<file path="src/rtl/aes_key_sched_ctrl_pkg.sv">
`default_nettype none
// +-----------------------------------------------------------------------+
// | aes_pkg : shared constants, types and S-box for AES-128 key expansion  |
// | Revision: 1.0                                                         |
// +-----------------------------------------------------------------------+
package aes_pkg;

  localparam int AES_ROUNDS   = 10;
  localparam int AES_RK_SLOTS = 11;

  typedef logic [127:0] rk_t;

  typedef enum logic [1:0] {
    ST_IDLE   = 2'd0,
    ST_EXPAND = 2'd1,
    ST_READY  = 2'd2
  } state_t;

  // Forward S-box, entry 0 in the most significant byte.
  localparam logic [2047:0] C_SBOX_TBL = {
    128'h637c777bf26b6fc53001672bfed7ab76,
    128'hca82c97dfa5947f0add4a2af9ca472c0,
    128'hb7fd9326363ff7cc34a5e5f171d83115,
    128'h04c723c31896059a071280e2eb27b275,
    128'h09832c1a1b6e5aa0523bd6b329e32f84,
    128'h53d100ed20fcb15b6acbbe394a4c58cf,
    128'hd0efaafb434d338545f9027f503c9fa8,
    128'h51a3408f929d38f5bcb6da2110fff3d2,
    128'hcd0c13ec5f974417c4a77e3d645d1973,
    128'h60814fdc222a908846eeb814de5e0bdb,
    128'he0323a0a4906245cc2d3ac629195e479,
    128'he7c8376d8dd54ea96c56f4ea657aae08,
    128'hba78252e1ca6b4c6e8dd741f4bbd8b8a,
    128'h703eb5664803f60e613557b986c11d9e,
    128'he1f8981169d98e949b1e87e9ce5528df,
    128'h8ca1890dbfe6426841992d0fb054bb16
  };

  function automatic logic [7:0] sbox(input logic [7:0] b);
    return C_SBOX_TBL[(255 - int'(b)) * 8 +: 8];
  endfunction

  function automatic logic [7:0] rcon(input logic [3:0] r);
    logic [7:0] v;
    v = 8'h00;
    case (r)
      4'd0: v = 8'h01;
      4'd1: v = 8'h02;
      4'd2: v = 8'h04;
      4'd3: v = 8'h08;
      4'd4: v = 8'h10;
      4'd5: v = 8'h20;
      4'd6: v = 8'h40;
      4'd7: v = 8'h80;
      4'd8: v = 8'h1b;
      4'd9: v = 8'h36;
      default: v = 8'h00;
    endcase
    return v;
  endfunction

endpackage
`default_nettype wire

</file>
<file path="src/rtl/aes_key_sched_ctrl_if.sv">
`default_nettype none
// +-----------------------------------------------------------------------+
// | aes_key_sched_ctrl_if : key-load handshake and round-key read port    |
// | Revision: 1.0                                                         |
// +-----------------------------------------------------------------------+
interface aes_key_sched_ctrl_if;
  import aes_pkg::*;

  logic                    key_in_valid;
  logic                    key_in_ready;
  rk_t                     key_in;
  logic                    busy;
  logic                    done;
  logic [AES_RK_SLOTS-1:0] rk_valid_mask;
  logic                    rk_rd_en;
  logic [3:0]              rk_rd_idx;
  rk_t                     rk_rd_data;
  logic                    rk_rd_valid;

  modport master (
    output key_in_valid, key_in, rk_rd_en, rk_rd_idx,
    input  key_in_ready, busy, done, rk_valid_mask, rk_rd_data, rk_rd_valid
  );

  modport slave (
    input  key_in_valid, key_in, rk_rd_en, rk_rd_idx,
    output key_in_ready, busy, done, rk_valid_mask, rk_rd_data, rk_rd_valid
  );

endinterface
`default_nettype wire

</file>
<file path="src/rtl/aes_key_sched_ctrl_gen_key.sv">
`default_nettype none
// +-----------------------------------------------------------------------+
// | gen_key : one AES-128 key-expansion round (combinational)             |
// | Revision: 1.0                                                         |
// +-----------------------------------------------------------------------+
module gen_key
  import aes_pkg::*;
(
  input  rk_t        i_key,
  input  logic [3:0] i_round,
  output rk_t        o_key
);

  logic [31:0] w_w0, w_w1, w_w2, w_w3, w_rot, w_temp;
  logic [31:0] w_n0, w_n1, w_n2, w_n3;

  assign {w_w0, w_w1, w_w2, w_w3} = i_key;
  assign w_rot  = {w_w3[23:0], w_w3[31:24]};
  assign w_temp = {sbox(w_rot[31:24]) ^ rcon(i_round),
                   sbox(w_rot[23:16]), sbox(w_rot[15:8]), sbox(w_rot[7:0])};

  assign w_n0  = w_w0 ^ w_temp;
  assign w_n1  = w_w1 ^ w_n0;
  assign w_n2  = w_w2 ^ w_n1;
  assign w_n3  = w_w3 ^ w_n2;
  assign o_key = {w_n0, w_n1, w_n2, w_n3};

endmodule
`default_nettype wire

</file>
<file path="src/rtl/aes_key_sched_ctrl.sv">
`default_nettype none
// +-----------------------------------------------------------------------+
// | aes_key_sched_ctrl : AES-128 key expansion sequencer with 11-slot     |
// | round-key file. Optional macro: AES_KEY_ZEROIZE_EN (zeroize input).   |
// | Revision: 1.0                                                         |
// +-----------------------------------------------------------------------+
module aes_key_sched_ctrl
  import aes_pkg::*;
(
  input  logic clk,
  input  logic rst,
`ifdef AES_KEY_ZEROIZE_EN
  input  logic zeroize,
`endif
  aes_key_sched_ctrl_if.slave kif
);

  localparam logic [3:0] C_LAST_ROUND = 4'(AES_ROUNDS - 1);
  localparam logic [3:0] C_NUM_SLOTS  = 4'(AES_RK_SLOTS);

  state_t                  r_state, w_state_next;
  logic [3:0]              r_round;
  rk_t                     r_work;
  rk_t                     r_slots [AES_RK_SLOTS];
  logic [AES_RK_SLOTS-1:0] r_mask;
  rk_t                     r_rd_data;
  logic                    r_rd_valid;

  logic       w_zero, w_ready, w_accept, w_expand, w_last, w_done;
  logic [3:0] w_wr_idx;
  rk_t        w_gen_key;

`ifdef AES_KEY_ZEROIZE_EN
  assign w_zero = zeroize;
`else
  assign w_zero = 1'b0;
`endif

  assign w_ready  = (r_state != ST_EXPAND);
  assign w_accept = kif.key_in_valid & w_ready;
  assign w_expand = (r_state == ST_EXPAND);
  assign w_last   = w_expand && (r_round == C_LAST_ROUND);
  assign w_wr_idx = r_round + 4'd1;

  gen_key u_gen_key (
    .i_key   (r_work),
    .i_round (r_round),
    .o_key   (w_gen_key)
  );

  always_ff @(posedge clk) begin
    if (rst) r_state <= ST_IDLE;
    else     r_state <= w_state_next;
  end

  always_comb begin
    w_state_next = r_state;
    w_done       = 1'b0;
    if (w_zero) begin
      w_state_next = ST_IDLE;
    end else begin
      case (r_state)
        ST_IDLE, ST_READY: if (kif.key_in_valid) w_state_next = ST_EXPAND;
        ST_EXPAND: begin
          if (r_round == C_LAST_ROUND) begin
            w_state_next = ST_READY;
            w_done       = ~rst;
          end
        end
        default: w_state_next = ST_IDLE;
      endcase
    end
  end

  // Zeroize shares the reset path so that no key material survives it.
  always_ff @(posedge clk) begin
    if (rst || w_zero) begin
      for (int i = 0; i < AES_RK_SLOTS; i++) r_slots[i] <= '0;
      r_work     <= '0;
      r_mask     <= '0;
      r_round    <= '0;
      r_rd_data  <= '0;
      r_rd_valid <= 1'b0;
    end else begin
      if (w_accept) begin
        r_slots[0] <= kif.key_in;
        r_work     <= kif.key_in;
        r_mask     <= {{(AES_RK_SLOTS-1){1'b0}}, 1'b1};
        r_round    <= '0;
      end else if (w_expand) begin
        r_slots[w_wr_idx] <= w_gen_key;
        r_work            <= w_gen_key;
        r_mask[w_wr_idx]  <= 1'b1;
        r_round           <= w_last ? 4'd0 : r_round + 4'd1;
      end

      // Mask and slots are sampled before this edge's update.
      if (kif.rk_rd_en) begin
        if (kif.rk_rd_idx < C_NUM_SLOTS) begin
          r_rd_data  <= r_slots[kif.rk_rd_idx];
          r_rd_valid <= r_mask[kif.rk_rd_idx];
        end else begin
          r_rd_data  <= '0;
          r_rd_valid <= 1'b0;
        end
      end else begin
        r_rd_valid <= 1'b0;
      end
    end
  end

  assign kif.key_in_ready  = w_ready;
  assign kif.busy          = w_expand;
  assign kif.done          = w_done;
  assign kif.rk_valid_mask = r_mask;
  assign kif.rk_rd_data    = r_rd_data;
  assign kif.rk_rd_valid   = r_rd_valid;

endmodule
`default_nettype wire
</file>
<file path="src/flat_wrapper.sv">
// flat-port wrapper written by rule: the top's interface ports become plain ports
module aes_key_sched_ctrl_flat import aes_pkg::*;
  (clk, rst, kif_key_in_valid, kif_key_in, kif_rk_rd_en, kif_rk_rd_idx, kif_key_in_ready, kif_busy, kif_done, kif_rk_valid_mask, kif_rk_rd_data, kif_rk_rd_valid);
  aes_key_sched_ctrl_if kif_i ();
  input  logic clk;
  input  logic rst;
  input wire logic [$bits(kif_i.key_in_valid)-1:0] kif_key_in_valid;
  input wire logic [$bits(kif_i.key_in)-1:0] kif_key_in;
  input wire logic [$bits(kif_i.rk_rd_en)-1:0] kif_rk_rd_en;
  input wire logic [$bits(kif_i.rk_rd_idx)-1:0] kif_rk_rd_idx;
  output wire logic [$bits(kif_i.key_in_ready)-1:0] kif_key_in_ready;
  output wire logic [$bits(kif_i.busy)-1:0] kif_busy;
  output wire logic [$bits(kif_i.done)-1:0] kif_done;
  output wire logic [$bits(kif_i.rk_valid_mask)-1:0] kif_rk_valid_mask;
  output wire logic [$bits(kif_i.rk_rd_data)-1:0] kif_rk_rd_data;
  output wire logic [$bits(kif_i.rk_rd_valid)-1:0] kif_rk_rd_valid;
  assign kif_i.key_in_valid = kif_key_in_valid;
  assign kif_i.key_in = kif_key_in;
  assign kif_i.rk_rd_en = kif_rk_rd_en;
  assign kif_i.rk_rd_idx = kif_rk_rd_idx;
  assign kif_key_in_ready = kif_i.key_in_ready;
  assign kif_busy = kif_i.busy;
  assign kif_done = kif_i.done;
  assign kif_rk_valid_mask = kif_i.rk_valid_mask;
  assign kif_rk_rd_data = kif_i.rk_rd_data;
  assign kif_rk_rd_valid = kif_i.rk_rd_valid;
  aes_key_sched_ctrl u_core (.clk(clk), .rst(rst), .kif(kif_i));
endmodule
</file>
<file path="config.mk">
export PLATFORM = sky130hd
export DESIGN_NAME = aes_key_sched_ctrl_flat
export DESIGN_NICKNAME = d
export VERILOG_FILES = /design/src/rtl/aes_key_sched_ctrl_pkg.sv /design/src/rtl/aes_key_sched_ctrl_if.sv /design/src/rtl/aes_key_sched_ctrl_gen_key.sv /design/src/rtl/aes_key_sched_ctrl.sv /design/src/flat_wrapper.sv
export SDC_FILE = /design/constraint.sdc
export NUM_CORES = 2
export LEC_CHECK = 0
export CAP_MARGIN = 0
export CELL_PAD_IN_SITES_DETAIL_PLACEMENT = 0
export CELL_PAD_IN_SITES_GLOBAL_PLACEMENT = 2
export CORE_UTILIZATION = 35
export DETAILED_ROUTE_END_ITERATION = 8
export GPL_ROUTABILITY_DRIVEN = 0
export GPL_TIMING_DRIVEN = 0
export PLACE_DENSITY_LB_ADDON = 0.05
export SLEW_MARGIN = 40
export SYNTH_ARGS = -nofsm -noshare
export SYNTH_HDL_FRONTEND = slang
export SYNTH_SLANG_ARGS = --single-unit
</file>
<file path="constraint.sdc">
create_clock -name clk -period 26.9 [get_ports clk]
set_input_delay 5.38 -clock clk [delete_from_list [all_inputs] [get_ports clk]]
set_output_delay 5.38 -clock clk [all_outputs]
set_load 0.01 [all_outputs]
</file>
== After elaboration in Yosys (flattened, before gate mapping) ==
Memories as Yosys holds them, arrays and structs flattened. A register that Yosys moved wholly into a read port is not among the register bits.
Cells that the tools add are included.

* Reductions and logical operators: 9
* Shifts and indexed selects: 4
* Add/sub/neg operators: 5
* Bitwise operators: 11
* Muxes and demuxes: 30
* Equality and inequality tests: 6
* Magnitude comparators: 4

{| class="wikitable"
|+ Operator list
! cell !! number
|-
| 2048-bit by 12-bit indexed part select with 8-bit output, first input constant || 3
|-
| 2048-bit by 32-bit indexed part select with 8-bit output, first input constant || 1
|-
| 128-bit 2-to-1 mux || 5
|-
| 128-bit OR reduction || 1
|-
| 32-bit XOR || 4
|-
| 8-bit by 8-bit subtractor with 9-bit output, first input constant || 4
|-
| 1-bit 2-to-1 mux || 16
|-
| 4-bit 2-to-1 mux || 4
|-
| 11-bit bitwise OR || 1
|-
| 4-bit by 5-bit less-than comparator with 1-bit output, second input constant || 2
|-
| 8-bit XOR || 1
|-
| 4-bit by 1-bit adder with 4-bit output, second input constant || 1
|-
| 1-bit binary-select mux with 4-bit select || 1
|-
| 1-bit demux with 4-bit select || 1
|-
| 4-bit equality test, second input constant || 1
|-
| 4-bit by 1-bit >= comparator with 1-bit output, second input constant || 1
|-
| 4-bit less-than comparator, second input constant || 1
|-
| 2-bit 2-to-1 mux || 2
|-
| 2-bit != test, second input constant || 2
|-
| 2-bit one-hot mux with 2 select lines || 1
|-
| 2-bit OR reduction || 2
|-
| 1-bit inverter || 3
|-
| 3-bit OR reduction || 1
|-
| 2-bit by 1-bit equality test with 1-bit output, second input constant || 1
|-
| other kinds (8) || 9
|}

* Input port bits: 136
* ROM bits: 128
* Memories: 2
* Bits in registers: 274
* Output and inout port bits: 143
* Bits in writable memories: 1,408

{| class="wikitable"
|+ Memory list
! name !! depth !! bits a word !! read ports !! clocked after Yosys merged registers in !! wr ports !! line !! source
|-
| u_core.r_slots || 11 || 128 || 1 || 0 || 11 || aes_key_sched_ctrl.sv:24 || <nowiki>rk_t r_slots [AES_RK_SLOTS];</nowiki>
|-
| (name not given) || 16 || 8 || 1 || 1 || 0 || aes_key_sched_ctrl_pkg.sv:46 || <nowiki>case (r)</nowiki>
|}

== Longest topological paths before layout ==
* Word-level depth: 9
* Depth in mapped cells: 17
* Depth with buffers taken out: 12

== Modules after synthesis ==
From an unflattened synthesis, not the netlist that was laid out.

* Cells, all modules: 8,334
* Area, all modules: 108,501.6 um^2

{| class="wikitable"
|+ Modules (own cells, without submodules)
! module !! cells an instance !! instances !! sequential area each (um^2) !! area an instance (um^2)
|-
| aes_key_sched_ctrl || 5,939 || 1 || 65,582.9 || 92,366.1
|-
| gen_key || 2,395 || 1 || 0.0 || 16,135.5
|}

== Worst setup path after synthesis ==
Ideal clock, no wire load.

* Path type: in2reg
* Start: input port rst
* End: memory u_core.r_slots[11][0] (netlist name), enable pin
* Setup time: 0.617 ns
* Path slack: 14.210 ns
* Cell stages on the path: 7
* Arrival time: 12.073 ns
* Data required time: 26.283 ns
* Path through: clkbuf_1 -> nor2_1 -> clkbuf_1 -> clkbuf_1 -> buf_1 -> nand3_1 -> nor2_1

{| class="wikitable"
|+ RTL lines
! what !! line !! source
|-
| start: declaration || flat_wrapper.sv:6 || <nowiki>input logic rst;</nowiki>
|-
| end: declaration || aes_key_sched_ctrl.sv:24 ||
|}

== Worst setup path in the final report ==
* Start: input port rst
* End: output port kif_done

* Cells in the longest elaborated chain, start to end: 3

{| class="wikitable"
|+ Ends and longest elaborated chain
! what !! line !! source
|-
| 1-bit inverter || aes_key_sched_ctrl.sv:67 || <nowiki>w_done = ~rst;</nowiki>
|-
| 1-bit 2-to-1 mux || aes_key_sched_ctrl.sv:65 || <nowiki>if (r_round == C_LAST_ROUND) begin</nowiki>
|-
| 1-bit 2-to-1 mux || aes_key_sched_ctrl.sv:62 || <nowiki>case (r_state)</nowiki>
|-
| end: declaration || flat_wrapper.sv:13 || <nowiki>output wire logic [$bits(kif_i.done)-1:0] kif_done;</nowiki>
|}

No other way between the ends.

==> flow_summary.ini <==
[worst_setup_path]
path_class = in -> out
crit_path_start_kind = input port
path_delay_family = buffers and inverters
regToRegEndpoint = u_core.r_slots[9][18]$_DFFE_PP_
rr_worst_depth = 19
required_ns = 21.52
slowest_delay_ns = 0.59
reg2reg_from = u_core.r_work[9]$_SDFFE_PP0P_
path_cells = clkbuf_1 > nand2b_1 > clkbuf_1 > clkbuf_2 > clkbuf_2 > nor2_1 > clkdlybuf4s50_1
r2r_slack_ns = 19.36
crit_buf_inv = 5
cp.depth = 7
cp_slowest_cell = clkbuf_2
worst_setup_path_end_kind = output port
crit_fanout = 10
cp.arrival_ns = 8.56

[finish]
fillers = 29496
ff_latch_area_mm2 = 0.0659
fin_nets = 9454
drive_gt1_share_pct = 19.6
multi_input_area_mm2 = 0.0405
stdcell_area_mm2 = 0.131
syn_to_final_growth_pct = 19.0

[timing]
holdWs_ns = 0.448
layout_min_cycle_time_ns = 13.94
setup-tns-final_ns = 0
setup_viol = 0
worst_pin_slew_ns = 0.996
fin_skew_ns = 0.0523
grt_setup_unrepaired = no
max_freq_mhz = 71.8
maxSlewHeadroom_pct = 33.1
hold_violations = 0
final.period_utilization_pct = 51.8
final_max_slew_viol_count = 0

[die]
dieWidth_um = 564
initial_core_util_pct = 35.3
rows = 205
core_mm2 = 0.313
ioPinCount = 279
fp.dieArea_mm2 = 0.318
die_y_um = 564

[run_status]
status = finished clean

[route]
wl_met2_mm = 234
drc = 0
wl_met1_mm = 208
wl_mm = 516
routed_via_density = 6.04
vias = 82293
postRouteAntennaNets = 0
dr_wl_met3_mm = 46.7
drt_iter0_markers = 11439
dr.pass1.iters = 8
routed.top_layer = met5
wl_per_cell_um = 37.8

[min_path]
worst_hold_path_type = reg -> reg
hold_depth = 2
worst_hold_path.endpoint = u_core.kif.rk_rd_data[58]$_SDFFE_PP0P_
hp-start = u_core.kif.rk_rd_data[58]$_SDFFE_PP0P_

[clocking]
cts-root-buf = clkbuf_16
cts_sinks = 2330
ctsLongestPathBuffers = 4
cts-resized-gates = 0
clock_latency_ns = 0.91
cts_hold_buf = 0
post_cts_buffers = 0
numCtsBuffers = 275
cts_tree = built
path_clk_slew_ns = 0.05
cts.htree.levels = 5

[placement]
postPlaceCellArea_mm2 = 0.122
port_buffers = 275
dpl.hpwl_mm = 379

[global_routing]
antenna_found_initial = 41
grt_first_pass_wirelength_mm = 694
grt_pass1_vias = 80166
grt.overflow.total = 0
grt_start_max_net_pins = 31
grt_usage_pct = 32.0

[logic_synthesis]
synth_flop_cell = edfxtp_1
ys_ff_latch = 2330
synth_edf_count = 1920
synthCells = 8542
async_flop_share_pct = 0
synth_seq_area_share_pct = 59.6
yosys_warnings = 0
syn_area_per_cell_um2 = 12.9
synth_area_mm2 = 0.110
synth_nets = 8744
post_synth_num_cell_types = 107

[flow_run]
maxCapViolCount = 0

[power_and_ir_drop]
power.density_mw_per_mm2 = 112
irDropWorstVdd_uv = 78.3
leakage_nw = 46.1
[area by class of cell]
type | count | area share (%)
plain buffers | 820 | 2.87
multi-input cells | 5071 | 30.8
inverters | 321 | 0.917
clock buffers | 375 | 5.84
diodes | 10 | 0.0190
clock inverters | 126 | 1.06
repair buffers | 433 | 4.43
well taps | 4140 | 3.94
flip-flops and latches | 2330 | 50.1
[metrics by stage]
| stage | std cells | utilization [%] | total power [W] | setup slack (ns) |
|---|---|---|---|---|
| floorplan | 8542 | - | 0.00746 | 14.21 |
| global route | 13618 | 42.0 | 0.0149 | 12.95 |
| finish | 13626 | 42.0 | 0.0147 | 12.96 |
| detailed placement | 13111 | 39.1 | 0.0106 | 13.04 |
| global placement | 12957 | 37.8 | 0.0104 | 4.09 |
| CTS | 13612 | 42.0 | 0.0144 | 13.04 |
[Yosys cell counts (23+ instances only)]
master	count	area, µm²
buf_1	71	267
nor2_1	1417	5320
o22ai_1	23	144
o31ai_1	28	210
inv_1	309	1160
mux2i_1	37	370
xor2_1	62	543
a311oi_1	48	420
o211ai_1	49	368
and2_1	32	200
a22oi_1	78	586
clkbuf_1	546	2050
a211oi_1	85	638
ha_1	66	826
nand2b_1	106	663
o221ai_1	25	219
a31oi_1	69	432
buf_4	25	188
nor3_1	121	606
or3_1	34	213
nand3_1	72	360
a21oi_1	245	1230
xnor2_1	111	972
o21ai_0	362	1810
nand3b_1	43	323
nand2_1	616	2310
dfxtp_1	410	8210
mux4_2	683	15400
nor2b_1	127	795
edfxtp_1	1920	57700
buf_2	168	841
o311ai_0	38	333
[worst max path at each step]
stage | slack, ns | from | endpoint
2_1_floorplan | 14.21 | rst | u_core.r_slots[11][0]$_DFFE_PP_
3_3_place_gp | 4.09 | rst | u_core.r_slots[15][46]$_DFFE_PP_
3_5_place_dp | 13.04 | rst | kif_done
4_1_cts | 13.04 | rst | kif_done
5_1_grt | 12.95 | rst | kif_done
6_report | 12.96 | rst | kif_done
[state kept, by name, indices dropped and copies added, names as in the netlist, named ones only]
signal                    flops
u_core.kif.rk_rd_valid        1
u_core.kif.rk_valid_mask     11
u_core.r_round                4
u_core.kif.rk_rd_data       128
u_core.r_slots             2048
u_core.r_state                2
u_core.r_work               128
[cell families after synthesis]
family	Yosys count	share of synthesized area (%)
AO/OA/AOI/OAI	1349	8.31
XOR/XNOR	201	1.89
adder cells (fa/ha/maj)	67	0.757
buffers and inverters	1141	4.21
flip-flops	2330	59.6
multiplexers	741	14.5
AND/OR/NAND/NOR	2713	10.7
[placed cells by master, fill, tap and decap left out, drive strengths merged, types with 48 or more instances in the layout]
| master | synthesis | final |
|---|---|---|
| inv | 316 | 327 |
| a311oi | 48 | 48 |
| o21ai | 363 | 363 |
| nand3 | 72 | 72 |
| a22oi | 85 | 85 |
| nor2 | 1430 | 1430 |
| nor2b | 128 | 128 |
| dfxtp | 410 | 410 |
| nand2 | 616 | 616 |
| clkbuf | 549 | 926 |
| a211oi | 85 | 85 |
| xor2 | 63 | 63 |
| clkinv | 5 | 90 |
| a21oi | 248 | 248 |
| xnor2 | 121 | 121 |
| nor3 | 121 | 121 |
| clkdlybuf4s50 | 0 | 275 |
| nand2b | 106 | 106 |
| a31oi | 69 | 69 |
| buf | 271 | 427 |
| edfxtp | 1920 | 1920 |
| o211ai | 50 | 50 |
| ha | 66 | 66 |
| mux4 | 683 | 683 |
[per-layer routing]
metal | track usage (%) | vias to the layer above
li1 | - | 33264
met1 | 42.5 | 42896
met2 | 50.2 | 4898
met3 | 7.05 | 1205
met4 | 13.8 | 30
met5 | 0 | -
[worst min-delay path, delay by kind of cell (launching register included)]
kind	cells	cell delay, ns
AO/OA/AOI/OAI	1	0.05
flip-flops	1	0.32
AND/OR/NAND/NOR	1	0.04
[where the power goes]
part | switching [W] | internal (W) | leakage (nW) | total, W
clock network | 0.00158 | 0.00223 | 4.42 | 0.00380
logic | 0.00468 | 0.00178 | 19.2 | 0.00646
registers | 0.000185 | 0.00424 | 22.5 | 0.00443
total | 0.00644 | 0.00825 | 46.1 | 0.0147
Note: power is estimated with default switching activity, not from simulation.
